$ cat src/rtl/rv32i_rsrv_sttn_pkg.sv
// Shared widths, entry layout and operand helpers for the per-PU reservation station.
package rv32i_rsrv_sttn_pkg;

   localparam int REG_FILE_BW          = 32;
   localparam int PHYS_REG_FILE_IDX_BW = 6;
   localparam int ARCH_REG_FILE_IDX_BW = 5;
   localparam int PU_ID_BW             = 2;
   localparam int ROB_IDX_BW           = 5;
   localparam int RSRV_STTN_DEPTH      = 4;

   typedef struct packed {
      logic                            value_vld;
      logic                            phys_vld;
      logic [PHYS_REG_FILE_IDX_BW-1:0] tag;
      logic [REG_FILE_BW-1:0]          value;
   } rs_src_t;

   typedef struct packed {
      logic                            vld;
      rs_src_t                         src1;
      rs_src_t                         src2;
      logic                            dst_vld;
      logic [PHYS_REG_FILE_IDX_BW-1:0] dst_tag;
      logic [ARCH_REG_FILE_IDX_BW-1:0] dst_arch;
      logic [REG_FILE_BW-1:0]          imm;
      logic [ROB_IDX_BW-1:0]           rob_idx;
   } rsrv_entry_t;

   // An operand with neither valid bit set is unused and never blocks issue.
   function automatic logic src_rdy(input rs_src_t s);
      return s.value_vld | ~s.phys_vld;
   endfunction

   function automatic rs_src_t src_snoop(input rs_src_t s, input logic wb,
                                         input logic [PHYS_REG_FILE_IDX_BW-1:0] wb_tag,
                                         input logic [REG_FILE_BW-1:0] wb_data);
      rs_src_t r;
      r = s;
      if (wb && !s.value_vld && s.phys_vld && (s.tag == wb_tag)) begin
         r.value_vld = 1'b1;
         r.value     = wb_data;
      end
      return r;
   endfunction

endpackage

$ cat src/rtl/rv32i_rsrv_sttn_age_matrix.sv
// Age matrix: age_q[i][j]=1 means entry i was allocated before entry j.
// Picks the oldest entry among those flagged ready.
module rv32i_rs_age_matrix #(
   parameter int NUM_ENTRIES = 4
) (
   input  logic                   clk,
   input  logic                   rst,
   input  logic [NUM_ENTRIES-1:0] alloc_oh_i,
   input  logic [NUM_ENTRIES-1:0] free_oh_i,
   input  logic [NUM_ENTRIES-1:0] rdy_i,
   output logic [NUM_ENTRIES-1:0] oldest_o
);

   logic [NUM_ENTRIES-1:0][NUM_ENTRIES-1:0] age_q, age_d;

   // A new entry is younger than everything present; a freed entry drops out of both row and column.
   always_comb begin
      age_d = age_q;
      for (int i = 0; i < NUM_ENTRIES; i++) begin
         for (int j = 0; j < NUM_ENTRIES; j++) begin
            if (alloc_oh_i[i])
               age_d[i][j] = 1'b0;
            else if (alloc_oh_i[j])
               age_d[i][j] = 1'b1;
            if (free_oh_i[i] || free_oh_i[j])
               age_d[i][j] = 1'b0;
            if (i == j)
               age_d[i][j] = 1'b0;
         end
      end
   end

   always_comb begin
      logic blk;
      oldest_o = '0;
      for (int i = 0; i < NUM_ENTRIES; i++) begin
         blk = 1'b0;
         for (int j = 0; j < NUM_ENTRIES; j++) begin
            if (rdy_i[j] && age_q[j][i])
               blk = 1'b1;
         end
         oldest_o[i] = rdy_i[i] & ~blk;
      end
   end

   always_ff @(posedge clk) begin
      if (rst)
         age_q <= '0;
      else
         age_q <= age_d;
   end

endmodule

$ cat src/rtl/rv32i_rsrv_sttn.sv
// Per-PU reservation station: holds dispatched uops until operands arrive via write-back snoop,
// then issues the oldest ready entry over a valid/ready handshake.
module rv32i_rsrv_sttn
   import rv32i_rsrv_sttn_pkg::*;
#(
   parameter int PU_ID       = 0,
   parameter int NUM_ENTRIES = RSRV_STTN_DEPTH
) (
   input  logic                            clk,
   input  logic                            rst,
   input  logic                            i_dispatch,
   input  logic [PU_ID_BW-1:0]             i_pu_id,
   input  logic                            i_src1_value_vld,
   input  logic [REG_FILE_BW-1:0]          i_src1_value,
   input  logic                            i_src1_phys_rf_vld,
   input  logic [PHYS_REG_FILE_IDX_BW-1:0] i_src1_phys_rf_tag,
   input  logic                            i_src2_value_vld,
   input  logic [REG_FILE_BW-1:0]          i_src2_value,
   input  logic                            i_src2_phys_rf_vld,
   input  logic [PHYS_REG_FILE_IDX_BW-1:0] i_src2_phys_rf_tag,
   input  logic                            i_dst_phys_rf_vld,
   input  logic [PHYS_REG_FILE_IDX_BW-1:0] i_dst_phys_rf_tag,
   input  logic [ARCH_REG_FILE_IDX_BW-1:0] i_dst_arch_rf_idx,
   input  logic [REG_FILE_BW-1:0]          i_imm,
   input  logic [ROB_IDX_BW-1:0]           i_rob_idx,
   input  logic                            i_rob_full,
   input  logic                            i_write_back,
   input  logic [PHYS_REG_FILE_IDX_BW-1:0] i_phys_rf_wr_idx,
   input  logic [REG_FILE_BW-1:0]          i_wdata,
   output logic                            o_full,
   output logic                            o_issue,
   input  logic                            i_pu_rdy,
   output logic [REG_FILE_BW-1:0]          o_issue_src1,
   output logic [REG_FILE_BW-1:0]          o_issue_src2,
   output logic [REG_FILE_BW-1:0]          o_issue_imm,
   output logic                            o_issue_dst_vld,
   output logic [PHYS_REG_FILE_IDX_BW-1:0] o_issue_dst_tag,
   output logic [ARCH_REG_FILE_IDX_BW-1:0] o_issue_dst_arch,
   output logic [ROB_IDX_BW-1:0]           o_issue_rob_idx
);

   localparam logic [PU_ID_BW-1:0] PU_ID_L = PU_ID_BW'(PU_ID);

   rsrv_entry_t            entries_q [NUM_ENTRIES];
   rsrv_entry_t            entries_d [NUM_ENTRIES];
   rsrv_entry_t            new_entry;
   logic [NUM_ENTRIES-1:0] vld, rdy, free_slot_oh, alloc_oh, oldest_oh, sel_oh, free_oh;
   logic [NUM_ENTRIES-1:0] stall_sel_q, stall_sel_d;
   logic                   stall_q, stall_d;
   logic                   alloc;

   always_comb begin
      for (int i = 0; i < NUM_ENTRIES; i++) begin
         vld[i] = entries_q[i].vld;
         rdy[i] = entries_q[i].vld & src_rdy(entries_q[i].src1) & src_rdy(entries_q[i].src2);
      end
   end

   assign o_full = &vld;
   assign alloc  = i_dispatch & (i_pu_id == PU_ID_L) & ~o_full & ~i_rob_full;

   // Only slots free in registered state are candidates, so the slot being issued is never reused this cycle.
   always_comb begin
      logic found;
      found        = 1'b0;
      free_slot_oh = '0;
      for (int i = 0; i < NUM_ENTRIES; i++) begin
         if (!vld[i] && !found) begin
            free_slot_oh[i] = 1'b1;
            found           = 1'b1;
         end
      end
   end

   assign alloc_oh = free_slot_oh & {NUM_ENTRIES{alloc}};

   always_comb begin
      new_entry                = '0;
      new_entry.vld            = 1'b1;
      new_entry.src1.value_vld = i_src1_value_vld;
      new_entry.src1.phys_vld  = i_src1_phys_rf_vld;
      new_entry.src1.tag       = i_src1_phys_rf_tag;
      new_entry.src1.value     = i_src1_value;
      new_entry.src2.value_vld = i_src2_value_vld;
      new_entry.src2.phys_vld  = i_src2_phys_rf_vld;
      new_entry.src2.tag       = i_src2_phys_rf_tag;
      new_entry.src2.value     = i_src2_value;
      new_entry.src1           = src_snoop(new_entry.src1, i_write_back, i_phys_rf_wr_idx, i_wdata);
      new_entry.src2           = src_snoop(new_entry.src2, i_write_back, i_phys_rf_wr_idx, i_wdata);
      new_entry.dst_vld        = i_dst_phys_rf_vld;
      new_entry.dst_tag        = i_dst_phys_rf_tag;
      new_entry.dst_arch       = i_dst_arch_rf_idx;
      new_entry.imm            = i_imm;
      new_entry.rob_idx        = i_rob_idx;
   end

   rv32i_rs_age_matrix #(
      .NUM_ENTRIES (NUM_ENTRIES)
   ) u_age (
      .clk        (clk),
      .rst        (rst),
      .alloc_oh_i (alloc_oh),
      .free_oh_i  (free_oh),
      .rdy_i      (rdy),
      .oldest_o   (oldest_oh)
   );

   // A stalled selection is pinned so an entry woken later cannot swap the payload under the PU.
   assign sel_oh      = stall_q ? stall_sel_q : oldest_oh;
   assign o_issue     = |sel_oh;
   assign free_oh     = sel_oh & {NUM_ENTRIES{i_pu_rdy}};
   assign stall_d     = o_issue & ~i_pu_rdy;
   assign stall_sel_d = sel_oh;

   always_comb begin
      o_issue_src1     = '0;
      o_issue_src2     = '0;
      o_issue_imm      = '0;
      o_issue_dst_vld  = 1'b0;
      o_issue_dst_tag  = '0;
      o_issue_dst_arch = '0;
      o_issue_rob_idx  = '0;
      for (int i = 0; i < NUM_ENTRIES; i++) begin
         if (sel_oh[i]) begin
            o_issue_src1     = entries_q[i].src1.value;
            o_issue_src2     = entries_q[i].src2.value;
            o_issue_imm      = entries_q[i].imm;
            o_issue_dst_vld  = entries_q[i].dst_vld;
            o_issue_dst_tag  = entries_q[i].dst_tag;
            o_issue_dst_arch = entries_q[i].dst_arch;
            o_issue_rob_idx  = entries_q[i].rob_idx;
         end
      end
   end

   always_comb begin
      for (int i = 0; i < NUM_ENTRIES; i++) begin
         entries_d[i]      = entries_q[i];
         entries_d[i].src1 = src_snoop(entries_q[i].src1, i_write_back, i_phys_rf_wr_idx, i_wdata);
         entries_d[i].src2 = src_snoop(entries_q[i].src2, i_write_back, i_phys_rf_wr_idx, i_wdata);
         if (free_oh[i])
            entries_d[i].vld = 1'b0;
         if (alloc_oh[i])
            entries_d[i] = new_entry;
      end
   end

   always_ff @(posedge clk) begin
      entries_q   <= entries_d;
      stall_sel_q <= stall_sel_d;
      if (rst) begin
         stall_q <= 1'b0;
         for (int i = 0; i < NUM_ENTRIES; i++)
            entries_q[i].vld <= 1'b0;
      end else begin
         stall_q <= stall_d;
      end
   end

endmodule

$ cat config.mk
export PLATFORM = sky130hd
export DESIGN_NAME = rv32i_rsrv_sttn
export DESIGN_NICKNAME = d
export VERILOG_FILES = /design/src/rtl/rv32i_rsrv_sttn_pkg.sv /design/src/rtl/rv32i_rsrv_sttn_age_matrix.sv /design/src/rtl/rv32i_rsrv_sttn.sv
export SDC_FILE = /design/constraint.sdc
export NUM_CORES = 1
export LEC_CHECK = 0
export CORE_UTILIZATION = 33
export CTS_CLUSTER_DIAMETER = 80
export CTS_CLUSTER_SIZE = 16
export DETAILED_ROUTE_END_ITERATION = 10
export GPL_ROUTABILITY_DRIVEN = 0
export GPL_TIMING_DRIVEN = 0
export HOLD_SLACK_MARGIN = 0.06
export PLACE_DENSITY = 0.53
export SYNTH_ARGS = -nofsm -noshare
export SYNTH_HDL_FRONTEND = slang
export SYNTH_HIERARCHICAL = 1
export SYNTH_SLANG_ARGS = --single-unit
export TNS_END_PERCENT = 50
$ cat constraint.sdc
create_clock -name clk -period 10.35 [get_ports clk]
set_clock_uncertainty 0.1 [all_clocks]
set_input_delay 2.07 -clock clk [delete_from_list [all_inputs] [get_ports clk]]
set_output_delay 2.07 -clock clk [all_outputs]
set_load 0.01 [all_outputs]
==> results of run 1 <==
==> metal layers <==
layer	routed length, um	track usage (%)	vias up
li1	-	-	6800
met1	29500	24.6	7428
met2	33100	31.0	432
met3	4870	4.83	90
met4	1250	4.41	24
met5	164	0	-
==> placed cells by master, fill, tap and decap left out, types with 10 or more instances in the layout <==
master / Yosys / layout
edfxtp_1: 516 / 516
clkdlybuf4s50_1: 0 / 282
o21ai_0: 229 / 229
mux2_2: 221 / 221
nand2_1: 126 / 120
a221oi_1: 114 / 114
clkbuf_1: 67 / 75
clkbuf_16: 0 / 43
xnor2_1: 32 / 32
mux2_4: 30 / 30
xor2_1: 28 / 28
buf_6: 22 / 23
dfxtp_1: 21 / 21
buf_4: 4 / 15
nor2_1: 14 / 14
nor4_1: 13 / 13
inv_1: 12 / 11
or3_1: 10 / 10
==> cell families (layout without fill, tap and decap cells) <==
group	after synthesis	count (layout)	synth area share, %
simple gates	211	211	4.35
buf+inv	125	490	2.83
compound gates	366	366	10.0
flops	537	537	67.7
other cells	0	4	0
mux	260	260	12.9
xor+xnor	60	60	2.23
==> path summary, 6_finish.rpt <==
path,cells past startpoint,startpoint,end
worst min-delay path,1,u_age/age_q[3],u_age/age_q[3]
worst max-delay path,9,entries_q[127],o_issue_src1[23]
worst min register to register,1,u_age/age_q[3],u_age/age_q[3]
worst max register to register,8,entries_q[127],u_age/age_q[2]
==> worst reg2reg max path, cell delays in order (launching register included) <==
cell      delay [ps]
edfxtp_1         400
a221oi_1         720
a22oi_1          190
and3_1           210
mux2i_1          600
inv_2            260
and2_1           280
or2_1            260
nor4_1           250
==> final cells by class <==
class                   count  share of cell area [%]
repair buffers            301                    10.6
clock inverters            13                   0.538
plain buffers             108                    2.05
inverters                  17                   0.280
diodes                      4                  0.0344
well taps                 940                    4.04
clock buffers              51                    3.80
flip-flops and latches    537                    54.7
multi-input cells         897                    23.9
==> sequential cells by signal, summed over array words and instances (netlist names) <==
register / count
u_age/age_q: 12
stall_q: 1
entries_q: 520
stall_sel_q: 4
==> power breakdown <==
part / internal, uW / switching (uW)
Sequential: 2400 / 4.59
Combinational: 126 / 104
Clock: 816 / 783
Total: 3340 / 892
==> metrics by stage <==
step           setup slack [ps]  std cells  TNS [ps]
2_1_floorplan              3690       1559         0
3_3_place_gp              -56.9       2781     -2810
3_5_place_dp               3310       2800         0
4_1_cts                    2660       2864         0
5_1_grt                    2480       2864         0
6_report                   2580       2868         0
==> metrics.txt, run 1 <==
number of synthesized flops with an enable pin 516; Final period util about three quarters; largest net degree at the start of global routing a little over 70; crit-path cells a221oi_1 > a22oi_1 > and3_1 > o32ai_1 > clkbuf_1 > buf_1 > a221oi_1 > o21ai_0 > clkdlybuf4s50_1; register clock-pin slew on the reported worst setup and hold paths roughly 70 ps; max_cap viols 0; Worst Setup Start Kind flop; layout net count 2079; crit end category output port; num rows 97; Final Util 41.4%; Min Clock Period, post-route just under 8000 ps; DRC Markers 0; library cells used by synthesis 49; vias per cell 5.15; Routed WL 68900 um; Placement Cell Area between 20000 and 30000 um^2; status complete, no violations; Post-synth top flop edfxtp_1; Final Max Slew Viols 0; final setup violation count 0; Initial Utilization 33.5%; H-tree depth 2; CTS root buf clkbuf_16; pwr dens approximately 150 nW/um^2; Post-Syn Area 23500 um^2; WP data arrival ~5600 ps; layout cells sized above 1 20.2%; vias post-DR ~15k; DR WL/cell roughly 24 um; commonest cells in the netlist edfxtp_1, o21ai_0, mux2_2; area leader, netlist edfxtp_1; Final Power around 4200 uW; top cell type's share of synthesized area approximately 66%; top post-synthesis cells by area edfxtp_1, mux2_2, o21ai_0, a221oi_1, nand2_1; Syn Nets between 1.5k and 2k; top-count cell post-synth edfxtp_1; CTS tree done; CP max-delay cell o32ai_1; total grt overflow 0; P&R area growth vs syn 23.7%; Max-slew headroom about a fifth; first-iteration detailed-routing DRC count between 1k and 1.5k; core box area roughly 70000 um^2; RSZ-0062 raised after global routing false; P_leak between 0.009 and 0.01 uW; R2R Setup Slk 7010 ps; Max Fanout on Critical Path 10; peak supply drop roughly 0.096 mV; Worst EP required a little over 8000 ps; Post-CTS Resized 0; Cells after Synth 1559; die area 72300 um^2; Clock Path Buffers 3; Synth warnings 6; die width roughly 270 um; Tot GR Track Use roughly a fifth; ys async rst share 0%; first-pass GRT wire length 99200 um; Multi-input gate area 6970 um^2; hold buffer count at CTS 0; initial antenna violation count 16; postcts setup bufs 0; DIE HEIGHT roughly 270 um; WP buf/inv 3; Fmax achieved around 130 MHz; HP Class reg2reg; number of global-route vias before repair between 10k and 15k; Final HPWL DP 45900 um; IO Pins between 200 and 300; number of routed nets with antenna violations 0; fin area 29100 um^2; Fin Hold WS approximately 370 ps; clk_lat worst skew 590 ps; fillcell total 6426; Max stage delay on crit path about 970 ps; Least-Margin Pin Slew roughly 1200 ps; IO buf count between 200 and 300; DR pass1 iterations 7; #FFs+latches synth around 540; cell repeated most along the worst path a221oi_1; Seq. cell area ~16000 um^2; register area share after synthesis 67.7%; syn avg cell area about 15 um^2; Clock Sink Count around 540; Fin. Hold Viols 0; class of the most critical setup path reg2out; CTS Buf Count 42; Top delay family on crit path compound AO/OA/AOI/OAI gates
No activity file was read; power rests on OpenSTA's default activity.
==> run 2, diff against run 1 <==
- clock period: 10.35 -> 7.5 ns (I/O delays scaled with it)
==> results of run 2 <==
Same layout as run 1 (identical final DEF). Status: complete, no violations.
Among the figures that moved: setup slack after placement 3310 ps -> 1030 ps; setup slack after layout 2580 ps -> 298 ps; register-to-register setup slack 7010 ps -> 4160 ps; total power 4230 uW -> 5840 uW; worst IR drop on VDD 0.0956 mV -> 0.132 mV
